### src/rtl/rrot_8_pipe_if.sv
// Valid/ready bundle for the pipelined right rotator: input word side and rotated output side.
// master drives words and consumer ready; slave is the rotator.
interface rrot_8_pipe_if #(
   parameter int WIDTH = 8,
   parameter int SEL_W = $clog2(WIDTH)
);
   logic             rrvalid;
   logic             rrready;
   logic [WIDTH-1:0] rrdata;
   logic [SEL_W-1:0] rrsel;
   logic             rroutvalid;
   logic             rroutready;
   logic [WIDTH-1:0] rrout;

   modport master (
      output rrvalid, rrdata, rrsel, rroutready,
      input  rrready, rroutvalid, rrout
   );

   modport slave (
      input  rrvalid, rrdata, rrsel, rroutready,
      output rrready, rroutvalid, rrout
   );
endinterface

### src/rtl/rrot_8_pipe.sv
// Pipelined logarithmic right rotator, one registered stage per select bit (latency SEL_W edges).
// Ready ripples combinationally back through the stages, so a stalled pipe fills its bubbles and a draining pipe streams.
module rrot_8_pipe #(
   parameter int  WIDTH = 8,
   localparam int SEL_W = $clog2(WIDTH)
) (
   input logic          clk,
   input logic          rst,
   rrot_8_pipe_if.slave rr
);
   localparam int NSEL = (SEL_W > 1) ? SEL_W - 1 : 1;

   logic [WIDTH-1:0] dat_q [SEL_W];
   logic [WIDTH-1:0] dat_d [SEL_W];
   logic [SEL_W-1:0] sel_q [NSEL];
   logic [SEL_W-1:0] vld_q;
   logic [SEL_W:0]   rdy;

   assign rdy[SEL_W] = rr.rroutready;

   genvar k;
   generate
      for (k = 0; k < SEL_W; k++) begin : g_stg
         localparam int SH = 1 << k;
         logic             up_vld;
         logic             up_bit;
         logic [WIDTH-1:0] up_dat;

         if (k == 0) begin : g_src
            assign up_vld = rr.rrvalid;
            assign up_bit = rr.rrsel[0];
            assign up_dat = rr.rrdata;
         end else begin : g_src
            assign up_vld = vld_q[k-1];
            assign up_bit = sel_q[k-1][k];
            assign up_dat = dat_q[k-1];
         end

         // Low SH bits wrap around to the top.
         assign dat_d[k] = up_bit ? {up_dat[SH-1:0], up_dat[WIDTH-1:SH]} : up_dat;
         assign rdy[k]   = !vld_q[k] || rdy[k+1];

         always_ff @(posedge clk) begin
            if (rst) begin
               vld_q[k] <= 1'b0;
               dat_q[k] <= '0;
            end else if (rdy[k]) begin
               vld_q[k] <= up_vld;
               if (up_vld) begin
                  dat_q[k] <= dat_d[k];
               end
            end
         end

         // The last stage has no later select bits to carry.
         if (k < SEL_W - 1) begin : g_sel
            logic [SEL_W-1:0] sel_in;
            if (k == 0) begin : g_p
               assign sel_in = rr.rrsel;
            end else begin : g_p
               assign sel_in = sel_q[k-1];
            end

            always_ff @(posedge clk) begin
               if (rst) begin
                  sel_q[k] <= '0;
               end else if (rdy[k] && up_vld) begin
                  sel_q[k] <= sel_in;
               end
            end
         end
      end
   endgenerate

   assign rr.rrready    = rdy[0] && !rst;
   assign rr.rroutvalid = vld_q[SEL_W-1];
   assign rr.rrout      = dat_q[SEL_W-1];
endmodule

### src/flat_wrapper.sv
// flat-port wrapper written by rule: the top's interface ports become plain ports
module rrot_8_pipe_flat 
#(
   parameter int  WIDTH = 8,
   localparam int SEL_W = $clog2(WIDTH)
)
  (clk, rst, rr_rrvalid, rr_rrdata, rr_rrsel, rr_rroutready, rr_rrready, rr_rroutvalid, rr_rrout);
  rrot_8_pipe_if #(.WIDTH(WIDTH)) rr_i ();
  input logic clk;
  input logic rst;
  input wire logic [$bits(rr_i.rrvalid)-1:0] rr_rrvalid;
  input wire logic [$bits(rr_i.rrdata)-1:0] rr_rrdata;
  input wire logic [$bits(rr_i.rrsel)-1:0] rr_rrsel;
  input wire logic [$bits(rr_i.rroutready)-1:0] rr_rroutready;
  output wire logic [$bits(rr_i.rrready)-1:0] rr_rrready;
  output wire logic [$bits(rr_i.rroutvalid)-1:0] rr_rroutvalid;
  output wire logic [$bits(rr_i.rrout)-1:0] rr_rrout;
  assign rr_i.rrvalid = rr_rrvalid;
  assign rr_i.rrdata = rr_rrdata;
  assign rr_i.rrsel = rr_rrsel;
  assign rr_i.rroutready = rr_rroutready;
  assign rr_rrready = rr_i.rrready;
  assign rr_rroutvalid = rr_i.rroutvalid;
  assign rr_rrout = rr_i.rrout;
  rrot_8_pipe #(.WIDTH(WIDTH)) u_core (.clk(clk), .rst(rst), .rr(rr_i));
endmodule
### config.mk
export PLATFORM = sky130hd
export DESIGN_NAME = rrot_8_pipe_flat
export DESIGN_NICKNAME = d
export VERILOG_FILES = /design/src/rtl/rrot_8_pipe_if.sv /design/src/rtl/rrot_8_pipe.sv /design/src/flat_wrapper.sv
export SDC_FILE = /design/constraint.sdc
export NUM_CORES = 1
export LEC_CHECK = 0
export BUFFER_PORTS_ARGS = -buffer_cell sky130_fd_sc_hd__buf_2
export CORE_AREA = 3 3 78 50
export CTS_CLUSTER_DIAMETER = 60
export DETAILED_ROUTE_END_ITERATION = 16
export DIE_AREA = 0 0 81 53
export PLACE_DENSITY = 0.65
export REMOVE_ABC_BUFFERS = 1
export SLEW_MARGIN = 0
export SYNTH_ARGS = -nofsm -noshare
export SYNTH_HDL_FRONTEND = slang
export SYNTH_SLANG_ARGS = --single-unit
### constraint.sdc
create_clock -name clk -period 1.3 [get_ports clk]
set_clock_uncertainty 0.1 [all_clocks]
set_input_delay 0.065 -clock clk [delete_from_list [all_inputs] [get_ports clk]]
set_output_delay 0.065 -clock clk [all_outputs]
set_load 0.1 [all_outputs]
==> results of run 1 <==
[synthesized netlist by cell type, drive strengths merged]
master,number
nor3b,3
buf,8
nand4b,1
edfxtp,27
clkbuf,2
nor4,8
nor2,1
nand3b,1
and2b,1
nand2b,3
nor3,16
a21oi,3
dfxtp,3
a21o,3
and4b,1
inv,3
and3b,1
mux2i,24
[area by class of cell]
cell class	count	area share [%]
inverter	3	0.619
clock inverter	2	0.482
sequential	30	48.2
timing repair buffer	36	14.9
multi-input combinational	66	28.8
tap	45	3.10
clock buffer	6	3.99
[metal layers]
| metal | routed length (um) | share of wire [%] | global-route usage [%] | vias to the layer above |
|---|---|---|---|---|
| met3 | 145 | 5.2 | 5.10 | 5 |
| met2 | 1260 | 45 | 22.1 | 29 |
| li1 | - | - | - | 488 |
| met5 | 0 | 0 | 0 | - |
| met1 | 1360 | 49 | 20.2 | 469 |
| met4 | 34 | 1.2 | 5.90 | 0 |
[timing repair]
| item | 4_1_cts | 5_1_grt |
|---|---|---|
| buffers inserted | 0 | 3 |
| setup endpoints to repair | 14 | 14 |
| gates resized for setup | 4 | 3 |
| hold buffers | 2 | 0 |
| hold endpoints to repair | 2 | 0 |
| pin swaps | 2 | 1 |
[power by group]
part	switching (mW)	internal (mW)
sequential	0.0301	1.11
clock	0.323	0.367
combinational	0.237	0.127
[per-stage QoR]
step,setup TNS (ns),std cells,hold WS [ns],setup slack (ns)
2_1_floorplan,-32.25,99,0.0341,-1.32
3_3_place_gp,0,175,0.223,0.0492
3_5_place_dp,-0.0266,175,0.254,-0.00362
4_1_cts,-0.0495,185,0.0410,-0.0495
5_1_grt,-0.0872,188,0.0552,-0.0872
6_report,-0.0123,188,0.0483,-0.0123
[worst register-to-register path: stages (launching register included)]
cell	delay (ns)
dfxtp_4	0.37
and3b_1	0.38
nor3_1	0.12
[cells by family (layout without fill, tap and decap cells)]
group                  count (synthesis)  in the layout
DFF                                   30             30
and+or+nand+nor                       36             36
AOI/OAI and AO/OA                      6              6
buffers and inverters                 13             47
muxes                                 24             24
[registers in the layout, summed over array words and instances (netlist names)]
signal / flops
u_core.dat_q: 24
u_core.g_stg.up_vld: 2
u_core.rr.rroutvalid: 1
u_core.sel_q: 3
[worst max path at each step]
stage                              end  slack, ns  cells after the start
floorplan                   rr_rrready      -1.32                      2
global placement    u_core.dat_q[1][6]       0.05                      2
detailed placement  u_core.dat_q[1][1]     -0.004                      2
CTS                         rr_rrready      -0.05                      3
global route                rr_rrready      -0.09                      3
finish                      rr_rrready      -0.01                      3
==> flow_metrics.py, run 1 <==
metrics = {
    "cells_and_area": {
        "fin_util_pct": 56.1,
        "multi_input_area_um2": 523,
        "finalInstanceArea_um2": 1820,
        "fill_cells": 286,
        "seq_area_um2": 876,
        "layout_commonest_cell": "edfxtp_1",
        "layout_common_cells": "edfxtp_1 (27), mux2i_1 (24), buf_2 (22), nor3_1 (16), buf_4 (8)",
        "area_growth_pct": 25.4,
        "num-nets-final": 157,
        "drive_gt1_share_pct": 34.3,
        "num_antenna_cells": 0,
    },
    "global_routing": {
        "grt_pass1_vias": 973,
        "grt_usage_pct": 15.0,
        "gr-total-overflow": 0,
        "grt_max_degree": 11,
        "antenna_found_initial": 0,
        "grt_first_pass_wirelength_mm": 4.62,
    },
    "floorplan": {
        "coreArea_um2": 3240,
        "pin_count": 25,
        "die_w_um": 81,
        "dieArea_um2": 4290,
        "die_y_um": 53,
        "start_util_pct": 44.7,
        "fp-row-count": 16,
    },
    "setup_path": {
        "r2r_cells": 2,
        "crit_path_start": "u_core.rr.rroutvalid",
        "critPathRequiredTime_ns": 1.13,
        "worstPathArrival_ns": 1.15,
        "cpLargestDelayFamily": "flip-flops",
        "cp_max_fo": 7,
        "crit_type": "register to output port",
        "slowest_delay_ns": 0.36,
        "crit_path_start_kind": "register",
        "cp_slowest_cell": "dfxtp_4",
        "r2r_slack_ns": 0.07,
        "cp_num_buf_inv": 1,
        "path_cells": "and4b_1, nor2_2, buf_12",
        "r2r_end": "u_core.dat_q[1][1]",
        "r2r-start": "u_core.rr.rroutvalid",
        "cp-end-kind": "output port",
    },
    "synthesis": {
        "syn_area_um2": 1450,
        "ys_seq_elements": 30,
        "synth_largest_area_cell": "edfxtp_1",
        "synth_top_family_by_area": "multiplexers",
        "yosysSeqAreaShare_pct": 60.1,
        "synthXorXnorAreaFrac_pct": 0,
        "synth_area_per_cell_um2": 13.3,
        "synth_warnings": 0,
        "yosysUniqueCellTypes": 21,
        "synthSimpleGateAreaFrac_pct": 15.7,
        "synth_adder_area_share_pct": 0,
        "synth.area.mux_share_pct": 16.6,
        "synthesis.instances": 109,
        "synth_compound_area_share_pct": 2.59,
        "synthTopCellsByArea": "edfxtp_1 (56%), mux2i_1 (17%), nor3_1 (5.5%)",
        "synth_top_area_share_pct": 55.9,
    },
    "sta": {
        "setup-violations-final": 1,
        "relSlewSlack_pct": 67.8,
        "fin_crit_sh_pct": 101,
        "min_period_ns": 1.31,
        "slew_viol_final": 0,
        "timing.fmax_mhz": 762,
        "finalHoldViolCount": 0,
        "worst_slack_ns": -0.0123,
        "rsz0062_at_grt": "yes",
        "tightestPinTransition_ns": 0.486,
    },
    "clock_network": {
        "cts_made_buffers": 5,
        "cts-root-buf": "clkbuf_8",
        "clkSinkCount": 30,
        "clockBufferDepth": 2,
        "cts.clk_slew.worst_paths_ns": 0.06,
        "cts_tree": "built",
        "ctsHtreeMaxLevel": 2,
        "clock_latency_ns": 0.27,
    },
    "outcome": {
        "status": "finished, violations left",
        "violations": "negative setup slack",
    },
    "drt": {
        "drt_iter0_markers": 30,
        "num_vias": 991,
        "wire_per_inst_um": 14.9,
        "avgViaCountPerCell": 5.27,
        "drc_errors": 0,
        "drt-pass1-iter-count": 5,
        "ant_nets": 0,
        "drt_wl_total_mm": 2.80,
    },
    "min_path": {
        "min_to": "u_core.sel_q[0][1]",
        "min_path_cells": 2,
        "hp-start": "rr_rrsel[1]",
        "hold_path.class": "input pin to register",
    },
    "placed_design": {
        "placed_area_um2": 1670,
        "hpwl_mm": 2.06,
        "portBuffers": 24,
        "globalplace.congestion": 0.713,
    },
    "power": {
        "p_leak_nw": 0.724,
        "finalPower_mw": 2.20,
        "p_per_area_nw_per_um2": 1210,
        "ir_worst_vdd_mv": 0.582,
    },
    "job": {
        "drv_cap": 0,
    },
}
Power figures use the tool's default switching activity.
==> run 2: changes to the inputs <==
- CORE_AREA: 3 3 78 50 -> 3 3 61 63
- DIE_AREA: 0 0 81 53 -> 0 0 64 66
- PLACE_DENSITY: 0.65 -> not set
- clock period: 1.3 -> 1.65 ns (I/O delays scaled with it)
==> run 2 against run 1 <==
Net effect:
- the run now ends clean
- worst hold slack lost 0.020 ns
- die area down 1.6%
- sequential share of layout area increased by 2.6 points
- first-iteration DRC count fell by 10%
- clock power grew 2%
- combinational power decreased by 35%
- register-to-register slack improved by 0.24 ns
- critical endpoint unchanged
- largest cell class unchanged
- highest routed layer unchanged
==> flow_metrics.py, run 2 (same netlist as run 1, synthesis figures left out) <==
metrics = {
    "outcome": {
        "status": "complete, no violations",
    },
    "floorplan": {
        "pin_count": 25,
        "die_w_um": 64,
        "die_y_um": 66,
        "fp-row-count": 21,
        "dieArea_um2": 4220,
        "coreArea_um2": 3280,
        "start_util_pct": 44.2,
    },
    "sta": {
        "fin_setup_tns_ns": 0,
        "setup-violations-final": 0,
        "rsz0062_at_grt": "no",
        "tightestPinTransition_ns": 0.488,
        "slew_viol_final": 0,
        "timing.fmax_mhz": 632,
        "min_period_ns": 1.58,
        "fin_crit_sh_pct": 96.0,
        "relSlewSlack_pct": 67.7,
        "finalHoldViolCount": 0,
    },
    "clock_network": {
        "clockBufferDepth": 2,
        "cts-root-buf": "clkbuf_4",
        "cts_tree": "built",
        "clock_latency_ns": 0.31,
        "cts_made_buffers": 5,
        "cts.clk_slew.worst_paths_ns": 0.09,
        "clkSinkCount": 30,
        "ctsHtreeMaxLevel": 2,
    },
    "power": {
        "pwr-share-clk_pct": 38.0,
        "p_per_area_nw_per_um2": 1080,
        "p_int_mw": 1.42,
        "p_leak_nw": 0.670,
        "swShare_pct": 23.3,
        "power_switching_mw": 0.432,
        "ir_worst_vdd_mv": 0.551,
        "p_comb_share_pct": 12.9,
        "p_seq_share_pct": 49.1,
    },
    "global_routing": {
        "busiest_layer": "met2",
        "grt_first_pass_wirelength_mm": 3.76,
        "gr-usage-met1_pct": 11.7,
        "grt_max_degree": 18,
        "use_met2_pct": 21.7,
        "grt_pass1_vias": 878,
        "grt_usage_pct": 11.9,
        "antenna_found_initial": 0,
        "met3_usage_pct": 3.57,
        "gr-total-overflow": 0,
    },
    "setup_path": {
        "r2r-start": "u_core.g_stg[2].up_vld",
        "r2r_slack_ns": 0.31,
        "critPathRequiredTime_ns": 1.47,
        "cp_max_fo": 11,
        "r2r_cells": 2,
        "crit_path_start_kind": "register",
        "r2r_end": "u_core.dat_q[0][2]",
        "cp-end-kind": "output port",
        "worstPathArrival_ns": 1.40,
        "crit_type": "register to output port",
    },
    "min_path": {
        "min_to": "u_core.g_stg[2].up_vld",
        "hp-start": "rr_rroutready",
        "min_path_cells": 3,
        "hold_path.class": "input pin to register",
    },
    "drt": {
        "num_vias": 908,
        "drt_wl_total_mm": 2.25,
        "wire_per_inst_um": 12.5,
        "avgViaCountPerCell": 5.04,
        "drt_iter0_markers": 27,
        "drt-pass1-iter-count": 4,
        "drc_errors": 0,
        "ant_nets": 0,
    },
    "cells_and_area": {
        "num-nets-final": 148,
        "largest-register": "u_core.dat_q",
        "area_growth_pct": 18.4,
        "layout_commonest_cell": "edfxtp_1",
        "fin_util_pct": 52.3,
        "layout_common_cells": "edfxtp_1 (27), mux2i_1 (24), buf_2 (23), nor3_1 (16), nor4_1 (8)",
        "drive_gt1_share_pct": 26.9,
        "num_antenna_cells": 0,
        "final_cells": 180,
        "largest_reg_flops": 24,
    },
    "job": {
        "drv_cap": 0,
    },
    "placed_design": {
        "hpwl_mm": 1.67,
        "portBuffers": 24,
        "globalplace.congestion": 0.733,
        "dp.cells": 169,
    },
}
==> run 2: changes by cell type in the layout (fill, tap and decap cells not counted), moves of 2 or more <==
cell and delta:
buf_4 -8, clkbuf_8 -5, bufinv_16 +2, buf_12 -3
clkbuf_4 +5, nor4_2 -2, nor4_1 +2
==> run 2: through the flow <==
| step | power (mW) | cell area [um^2] | hold WS (ns) | setup slack (ns) |
|---|---|---|---|---|
| after detailed placement | 1.16 | 1580 | 0.247 | 0.240 |
| after global placement | 1.16 | 1580 | 0.236 | 0.273 |
| after floorplan | 1.10 | 1390 | 0.0516 | -0.988 |
| after global routing | 1.93 | 1720 | 0.0348 | 0.00165 |
| final | 1.85 | 1720 | 0.0284 | 0.0665 |
| after CTS | 1.88 | 1720 | 0.00572 | 0.0449 |
==> run 2: area by class of cell <==
cell class	instances	area [um^2]
clock inverter	3	63.8
tap	46	57.6
clock buffer	5	37.5
multi-input combinational	66	509
inverter	3	11.3
timing repair buffer	27	165
fill	296	1570
sequential	30	872
==> run 2: repair_timing <==
action                     CTS  global route
hold endpoints to repair     3             0
setup buffers                0             0
setup endpoints to repair    1             1
resized for setup            2             1
hold buffers                 3             0
==> run 2: how the worst max path moves through the flow <==
stage,start,endpoint,slack [ns],depth (start not counted)
6_report,u_core.g_stg[2].up_vld,rr_rrready,0.07,3
5_1_grt,u_core.g_stg[2].up_vld,rr_rrready,0.002,3
4_1_cts,u_core.rr.rroutvalid,rr_rrready,0.04,3
3_5_place_dp,u_core.rr.rroutvalid,rr_rrready,0.24,3
3_3_place_gp,u_core.rr.rroutvalid,rr_rrready,0.27,3
2_1_floorplan,u_core.rr.rroutvalid,rr_rrready,-0.99,2
==> run 2: per-layer routing <==
metal / routed length, um / part of all wire [%] / vias up
met5: 0 / 0 / -
met4: 45 / 2.0 / 0
met3: 110 / 4.9 / 4
met2: 1220 / 54 / 23
met1: 872 / 39 / 417
li1: - / - / 464
==> run 2: worst max-delay path: stages (launching register included) <==
cell	delay, ns
dfxtp_1	0.43
and4b_4	0.36
nor2_1	0.10
buf_12	0.18
==> run 2: power by group through the flow <==
stage | combinational (mW) | sequential [mW] | clock (mW)
after detailed placement | 0.234 | 0.928 | 0
after CTS | 0.241 | 0.910 | 0.726
final | 0.238 | 0.909 | 0.704
after global routing | 0.255 | 0.916 | 0.756
after global placement | 0.232 | 0.925 | 0
after floorplan | 0.0894 | 1.01 | 0
==> run 3: changes to the inputs <==
- ABC_AREA: not set -> 1
- CORE_AREA: 3 3 61 63 -> 3 3 60 62
- DIE_AREA: 0 0 64 66 -> 0 0 63 65
==> run 3 against run 2 <==
Net effect:
- critical path depth rose by 1
- highest routed layer unchanged
- sequential power shrank 0.6%
- worst hold slack got worse by 0.0034 ns
- register-to-register slack lost 0.13 ns
- power shrank 17%
- worst setup slack gained 0.057 ns
- via count grew 8.8%
- non-clock buffer count up 2
- utilization up 0.46 points
- routed wire length shrank 7.3%
- clock power is 44% lower
- sequential share of layout area rose by 2.9 points
==> flow_metrics.py, run 3 <==
metrics = {
    "cells_and_area": {
        "area_growth_pct": 18.2,
        "largest-register": "u_core.dat_q",
        "layout_commonest_cell": "nand2_1",
        "fin_util_pct": 52.7,
        "num-nets-final": 182,
        "final_cells": 212,
        "num_antenna_cells": 0,
        "drive_gt1_share_pct": 22.0,
        "layout_common_cells": "nand2_1 (48), edfxtp_1 (27), buf_2 (23), a21oi_1 (19), nor2_1 (11)",
        "largest_reg_flops": 24,
    },
    "power": {
        "p_per_area_nw_per_um2": 943,
        "ir_worst_vdd_mv": 0.442,
        "p_leak_nw": 0.672,
    },
    "clock_network": {
        "cts_made_buffers": 5,
        "post-cts-setup-buffer-count": 0,
        "ctsHtreeMaxLevel": 2,
        "clkSinkCount": 30,
        "clockBufferDepth": 2,
        "cts_tree": "built",
        "cts-root-buf": "clkbuf_4",
        "cts.clk_slew.worst_paths_ns": 0.09,
        "clock_latency_ns": 0.31,
    },
    "sta": {
        "fin_setup_tns_ns": 0,
        "finalHoldViolCount": 0,
        "timing.fmax_mhz": 655,
        "relSlewSlack_pct": 67.8,
        "tightestPinTransition_ns": 0.486,
        "slew_viol_final": 0,
        "fin_crit_sh_pct": 92.5,
        "min_period_ns": 1.53,
        "rsz0062_at_grt": "no",
        "hold_ws_ns": 0.0250,
        "setup-violations-final": 0,
    },
    "synthesis": {
        "yosysUniqueCellTypes": 13,
        "yosysSeqAreaShare_pct": 63.4,
        "synth_top_area_share_pct": 59.1,
        "synth_common_cells": "nand2_1 (48), edfxtp_1 (27), a21oi_1 (19), nor2_1 (11)",
        "synthTopCellsByArea": "edfxtp_1 (59%), nand2_1 (13%), a21oi_1 (6.9%)",
        "async_reset_ff_share_pct": 0,
        "ys_seq_elements": 30,
        "synthesis.instances": 134,
        "synth_area_per_cell_um2": 10.2,
        "synth_edf_count": 27,
        "post-synth-top-count-cell": "nand2_1",
        "synth_warnings": 0,
        "synth_largest_area_cell": "edfxtp_1",
        "syn_area_um2": 1370,
        "synth_top_flop_cell": "edfxtp_1",
    },
    "floorplan": {
        "coreArea_um2": 3080,
        "die_w_um": 63,
        "pin_count": 25,
        "dieArea_um2": 4100,
        "die_y_um": 65,
        "start_util_pct": 44.6,
        "fp-row-count": 20,
    },
    "min_path": {
        "hold_path.class": "input pin to register",
        "min_to": "u_core.rr.rroutvalid",
        "hp-start": "rr_rroutready",
        "min_path_cells": 4,
    },
    "drt": {
        "num_vias": 988,
        "ant_nets": 0,
        "wire_per_inst_um": 9.83,
        "drt-pass1-iter-count": 4,
        "avgViaCountPerCell": 4.66,
        "drt_iter0_markers": 42,
        "drc_errors": 0,
        "drt_wl_total_mm": 2.09,
    },
    "global_routing": {
        "antenna_found_initial": 0,
        "grt_max_degree": 11,
        "gr-total-overflow": 0,
        "grt_pass1_vias": 925,
        "use_met2_pct": 22.0,
        "grt_first_pass_wirelength_mm": 3.79,
        "gr-usage-met1_pct": 11.5,
        "grt_usage_pct": 12.0,
        "met3_usage_pct": 5.20,
        "busiest_layer": "met2",
    },
    "placed_design": {
        "portBuffers": 24,
        "dp.cells": 199,
        "globalplace.congestion": 0.819,
        "hpwl_mm": 1.57,
    },
    "setup_path": {
        "cp_max_fo": 4,
        "cp_slowest_cell": "dfxtp_1",
        "crit_type": "register to output port",
        "r2r_slack_ns": 0.18,
        "r2r_end": "u_core.g_stg[2].up_vld",
        "path_cells": "nand4_2, nand2_1, inv_1, clkbuf_4",
        "slowest_delay_ns": 0.43,
        "worstPathArrival_ns": 1.34,
        "r2r_cells": 4,
        "r2r-start": "u_core.g_stg[2].up_vld",
        "crit_path_start_kind": "register",
        "critPathRequiredTime_ns": 1.47,
        "cp-end-kind": "output port",
    },
    "outcome": {
        "status": "complete, no violations",
    },
    "job": {
        "drv_cap": 0,
    },
}
## run 3: worst max-delay path, delay by kind of cell, from the launching register on
kind | cells | cell delay (ns)
DFF | 1 | 0.43
and+or+nand+nor | 2 | 0.30
buffers and inverters | 2 | 0.30
## run 3: kinds of logic after synthesis
group	synth area share, %
simple gates	20.5
flops	63.4
compound gates	11.3
buf+inv	4.74
## run 3: per-stage QoR
| step | setup WS [ns] | instance area [um^2] | power (mW) |
|---|---|---|---|
| 2_1_floorplan | -0.375 | 1350 | 1.09 |
| 3_3_place_gp | 0.307 | 1520 | 1.14 |
| 3_5_place_dp | 0.256 | 1520 | 1.14 |
| 4_1_cts | 0.0287 | 1620 | 1.54 |
| 5_1_grt | 0.0201 | 1620 | 1.61 |
| 6_report | 0.124 | 1620 | 1.53 |
## run 3: worst max path at each step
stage,from,end
after global placement,u_core.g_stg[2].up_vld,u_core.dat_q[0][5]
after global routing,u_core.g_stg[2].up_vld,rr_rrready
after CTS,rst,rr_rrready
final,u_core.g_stg[2].up_vld,rr_rrready
after detailed placement,u_core.g_stg[2].up_vld,u_core.dat_q[0][3]
after floorplan,u_core.rr.rroutvalid,u_core.dat_q[0][0]
## run 3: what timing repair did
action,CTS,global route
endpoints found under the setup margin,0,1
hold endpoints to repair,5,0
resized for setup,0,1
hold buffers,5,0
## run 3: per-layer routing
metal  vias up  part of all wire (%)
li1        516                     -
met1       439                    39
met2        29                    52
met3         4                   6.4
met4         0                   2.1
met5         -                     0
## run 3: report_power, final
| group | switching [mW] | internal (mW) | total [mW] |
|---|---|---|---|
| logic | 0.173 | 0.0566 | 0.229 |
| registers | 0.0270 | 0.877 | 0.904 |
| clock network | 0.237 | 0.160 | 0.397 |
## run 3: area by class of cell
class	count	area [um^2]
clock buffers	6	41.3
clock inverters	2	8.76
fillers	286	1460
inverters	10	37.5
multi-input cells	91	437
flip-flops and latches	30	871
well taps	44	55.1
repair buffers	29	173
